`src/rtl/seq_divider.sv`:
```
// seq_divider: sequential restoring divider for unsigned operands.
// A start/done handshake takes a dividend and a divisor. Quotient and remainder
// come back after WIDTH iterations. Each iteration uses the shared subtract
// datapath (x + ~y + 1); a carry-out of 1 means the subtraction did not borrow.
//
// Ports:
//   clk          system clock, rising-edge active
//   rst          synchronous active-high reset
//   start        request a divide (accepted in IDLE or DONE only)
//   x, y         dividend / divisor, captured when start is accepted
//   busy         high while iterations are in progress
//   done         one-cycle pulse: q, r and div_by_zero are valid
//   q, r         quotient / remainder, held until the next completion
//   div_by_zero  set together with done when the captured divisor was 0
module seq_divider #(
  parameter int unsigned WIDTH = 4
) (
  input  logic             clk,
  input  logic             rst,
  input  logic             start,
  input  logic [WIDTH-1:0] x,
  input  logic [WIDTH-1:0] y,
  output logic             busy,
  output logic             done,
  output logic [WIDTH-1:0] q,
  output logic [WIDTH-1:0] r,
  output logic             div_by_zero
);

  localparam int unsigned CW = $clog2(WIDTH + 1);
  localparam int unsigned TW = WIDTH + 2;
  localparam logic [CW-1:0] LAST = CW'(WIDTH - 1);

  typedef enum logic [1:0] {IDLE, RUN, DONE} state_t;

  state_t           state, state_n;
  logic [WIDTH-1:0] p, p_n;        // partial remainder, always < divisor between iterations
  logic [WIDTH-1:0] a, a_n;        // dividend shifting out / quotient shifting in
  logic [WIDTH-1:0] d, d_n;        // captured divisor
  logic [CW-1:0]    cnt, cnt_n;
  logic             busy_n, done_n, dbz_n;
  logic [WIDTH-1:0] q_n, r_n;

  logic [WIDTH:0]   p_sh;
  logic [WIDTH-1:0] a_sh;
  logic [TW-1:0]    trial;
  logic             no_borrow;
  logic             trial_msb_unused;

  // Shift {P,A} left and form the trial subtraction P - {0,Y}.
  always_comb begin
    p_sh             = {p, a[WIDTH-1]};
    a_sh             = a << 1;
    trial            = {1'b0, p_sh} + {1'b0, ~{1'b0, d}} + TW'(1);
    no_borrow        = trial[TW-1];
    // A kept trial is below the divisor, so this bit is zero whenever it is used.
    trial_msb_unused = trial[WIDTH];
  end

  // Next-state and next-output logic.
  always_comb begin
    state_n = state;
    p_n     = p;
    a_n     = a;
    d_n     = d;
    cnt_n   = cnt;
    busy_n  = busy;
    done_n  = 1'b0;
    q_n     = q;
    r_n     = r;
    dbz_n   = div_by_zero;
    case (state)
      RUN: begin
        a_n   = a_sh | WIDTH'(no_borrow);
        p_n   = no_borrow ? trial[WIDTH-1:0] : p_sh[WIDTH-1:0];
        cnt_n = cnt + CW'(1);
        if (cnt == LAST) begin
          state_n = DONE;
          busy_n  = 1'b0;
          done_n  = 1'b1;
          q_n     = a_n;
          r_n     = p_n;
          dbz_n   = 1'b0;
        end
      end
      IDLE, DONE: begin
        // DONE lasts one cycle; a start here gives back-to-back operation.
        state_n = IDLE;
        if (start) begin
          d_n   = y;
          cnt_n = '0;
          if (y != '0) begin
            state_n = RUN;
            p_n     = '0;
            a_n     = x;
            busy_n  = 1'b1;
          end else begin
            state_n = DONE;
            busy_n  = 1'b0;
            done_n  = 1'b1;
            q_n     = '1;
            r_n     = x;
            dbz_n   = 1'b1;
          end
        end
      end
      default: state_n = IDLE;
    endcase
  end

  // State and output registers; reset discards any operation in flight.
  always_ff @(posedge clk) begin
    if (rst) begin
      state       <= IDLE;
      p           <= '0;
      a           <= '0;
      d           <= '0;
      cnt         <= '0;
      busy        <= 1'b0;
      done        <= 1'b0;
      q           <= '0;
      r           <= '0;
      div_by_zero <= 1'b0;
    end else begin
      state       <= state_n;
      p           <= p_n;
      a           <= a_n;
      d           <= d_n;
      cnt         <= cnt_n;
      busy        <= busy_n;
      done        <= done_n;
      q           <= q_n;
      r           <= r_n;
      div_by_zero <= dbz_n;
    end
  end

endmodule

```
`config.mk`:
```
export PLATFORM = sky130hd
export DESIGN_NAME = seq_divider
export DESIGN_NICKNAME = d
export VERILOG_FILES = /design/src/rtl/seq_divider.sv
export SDC_FILE = /design/constraint.sdc
export NUM_CORES = 1
export LEC_CHECK = 0
export ABC_AREA = 1
export CAP_MARGIN = 5
export CELL_PAD_IN_SITES_DETAIL_PLACEMENT = 1
export CELL_PAD_IN_SITES_GLOBAL_PLACEMENT = 2
export CORE_MARGIN = 2
export CORE_UTILIZATION = 29
export DETAILED_ROUTE_END_ITERATION = 12
export GPL_TIMING_DRIVEN = 0
export PLACE_DENSITY = 0.86
export SLEW_MARGIN = 20
export SYNTH_ARGS = -nofsm -noshare
export SYNTH_HDL_FRONTEND = slang
export SYNTH_SLANG_ARGS = --single-unit
```
`constraint.sdc`:
```
create_clock -name clk -period 1.8 [get_ports clk]
set_input_delay 0.36 -clock clk [delete_from_list [all_inputs] [get_ports clk]]
set_output_delay 0.36 -clock clk [all_outputs]
set_load 0.01 [all_outputs]
```
==> results by group <==
STA
  • Unrepaired setup endpoints after global routing: no
  • Setup TNS: 0 ns
  • Total count of max-transition violations in the final report: 0
  • Slew at the pin closest to its max-slew limit: 0.466 ns
  • Final-layout worst hold slack: 0.424 ns
  • Final Cycle Share: between 80% and 90%
  • Timing-limited maximum frequency: 0.619 GHz
  • Count of endpoints failing hold in the final timing report: 0
  • Final worst path period need: 1.62 ns
  • Final setup violation count: 0
  • Worst Skew: between 0.003 and 0.004 ns
  • Remaining max-slew budget at the tightest pin: roughly 69%

Logic synthesis
  • Sequential fraction of the synthesis area: roughly two fifths
  • Average cell area after synthesis: between 6 and 7 um2
  • Yosys reg bits: 28
  • Yosys cell types: 22
  • Gate count after technology mapping: about 200
  • Nets in the synthesized netlist: roughly 220
  • Post-synthesis instance area: 0.00142 mm2
  • Ys Warns: 0

Place
  • Quantity of I/O buffers inserted on ports: 20
  • Total cell area at the placement stage: between 0.0015 and 0.002 mm2
  • Final weighted congestion in routability-driven placement: 0.798
  • Detailed placer's ending HPWL: roughly 2600 um

Clock network
  • Number of buffers on the longest clock path: 2
  • Num CTS Buffers: 3
  • Clock tree root buffer cell: clkbuf_8
  • CTS Sinks: 28
  • TritonCTS clock tree: yes
  • Number of buffers inserted for hold repair after clock tree synthesis: 0
  • Max H-tree Level: 1
  • Reg clk slew, reported paths: ~0.09 ns
  • Total of cells resized after clock tree synthesis: 0
  • Post-CTS setup repair buffer count: 0
  • Clock Latency Late Sink: around 0.28 ns

Floorplan
  • Floorplan die area: 0.00546 mm2
  • Effective utilization at floorplan: 30.0%
  • Number of rows in the core area: 25
  • Total core area: roughly 0.0047 mm2
  • Top Ports: 22
  • Die width: ~74 um
  • Chip Height: approximately 74 um

Pwr
  • Pwr/cell area: around 790 mW/mm2
  • IR drop worst, VDD: slightly above 0.0003 V
  • Leakage power: about 0.9 nW

Setup path
  • Class of the most critical setup path: reg2reg
  • CP Capture Type: flip-flop
  • Arrival time of the worst setup path: roughly 1.8 ns
  • Biggest fanout along the worst timing path: 10
  • Startpoint class of the critical path: flip-flop
  • CP required: 1.99 ns

Cells and area
  • Area of all placed cells without fillers: 0.00176 mm2
  • Antenna fix cells: 0
  • Layout Area Growth over Synthesis: 24.1%
  • Fraction of final layout cells with drive strength greater than 1: slightly below 7%
  • Leading cell type in the layout, fill and taps excluded: inv_1
  • Net total in the final layout: ~250
  • Most used cells in the layout excluding fill and tap cells: 44 x inv_1, 39 x nand2_1, 28 x dfxtp_1

Run status
  • Run status: finished clean

Routing
  • Detailed-route wire length per cell: between 10 and 15 um
  • DRC viols: 0
  • Post-DRT Antenna Nets: 0
  • Via-per-instance ratio: 4.36
  • Final wirelength: ~3400 um
  • Overall via count from detail_route: between 1000 and 1500
  • Iteration-0 DRC count of the detailed router: 34
  • Detailed-routing iteration count for the pre-antenna-repair pass: 4

GRT
  • Global-route wire length before repair: 6080 um
  • Vias in the first global route: ~1300
  • Antenna violations before repair: 0
  • GR Util All Layers: 14.3%
  • Largest net degree at the start of global routing: 16
  • Total global routing overflow: 0

Flow run
  • Max capacitance violation total: 0

Hold path
  • Path class of the lowest-slack min-delay path: in2reg
-- power by group --
part	switching (mW)	internal, mW
registers	0.0302	0.661
clock network	0.196	0.196
logic	0.188	0.115
-- metal layers --
| layer | track usage [%] | share of wire (%) | vias to the layer above |
|---|---|---|---|
| li1 | - | - | 684 |
| met1 | 19.8 | 51 | 590 |
| met2 | 22.5 | 45 | 15 |
| met3 | 2.33 | 2.3 | 5 |
| met4 | 4.85 | 1.5 | 0 |
| met5 | 0 | 0 | - |
-- through the flow --
stage	total power, mW	util, %	std cells	setup slack [ns]
final	1.39	37.2	297	0.185
after global routing	1.48	37.2	297	0.00893
after CTS	1.41	37.2	297	0.147
after detailed placement	1.01	36.0	293	-0.0842
after global placement	1.00	36.0	293	-0.0958
after floorplan	0.904	-	206	0.414
-- layout make-up --
class,count,area (um2)
Inverter,45,169
Fill cell,607,2960
Buffer,6,33.8
Multi-Input combinational cell,127,657
Clock buffer,4,55.1
Timing Repair Buffer,20,200
Sequential cell,28,561
Tap cell,67,83.8
-- cell families (layout without fill, tap and decap cells) --
| family | Yosys count | after routing | synth area share, % |
|---|---|---|---|
| and+or+nand+nor | 85 | 85 | 26.8 |
| buffers and inverters | 51 | 75 | 14.3 |
| AOI/OAI and AO/OA | 34 | 34 | 12.0 |
| DFF | 28 | 28 | 39.5 |
| adders and majority gates | 7 | 7 | 6.71 |
| xor gates and xnor gates | 1 | 1 | 0.618 |
-- critical path: stages (launching register included) --
cell and delay [ns]:
dfxtp_1 0.46, inv_2 0.16, nor2_4 0.14, nand2_2 0.09, nand2_2 0.11, nand2_4 0.09
buf_6 0.16, nor2_2 0.10, nand3_1 0.10, nand2_1 0.07, inv_1 0.04
-- state kept, by name, summed over array words and instances (netlist names) --
name,cells
a,4
q,4
div_by_zero,1
r,4
done,1
cnt,3
state,2
p,4
busy,1
d,4
-- Yosys cell counts (all sizes together) --
master,count,area share [%]
a21oi,17,6.0
nand2,44,13
clkbuf,4,1.1
nor2,19,5.7
xor2,1,0.62
nor3,1,0.35
or2,2,0.88
nand3,14,4.9
dfxtp,28,40
nand4,5,2.2
buf,2,1.3
fa,1,1.4
inv,45,12
o21ai,17,6.0
ha,6,5.3
-- worst paths after layout --
| path | from | to | cells past startpoint | slack, ns |
|---|---|---|---|---|
| max reg2reg | state[0] | r[3] | 10 | 0.18 |
| max | state[0] | r[3] | 10 | 0.18 |
| min | rst | state[1] | 2 | 0.42 |
| min reg2reg | cnt[2] | cnt[2] | 2 | 0.47 |
No activity file was read; power rests on OpenSTA's default activity.
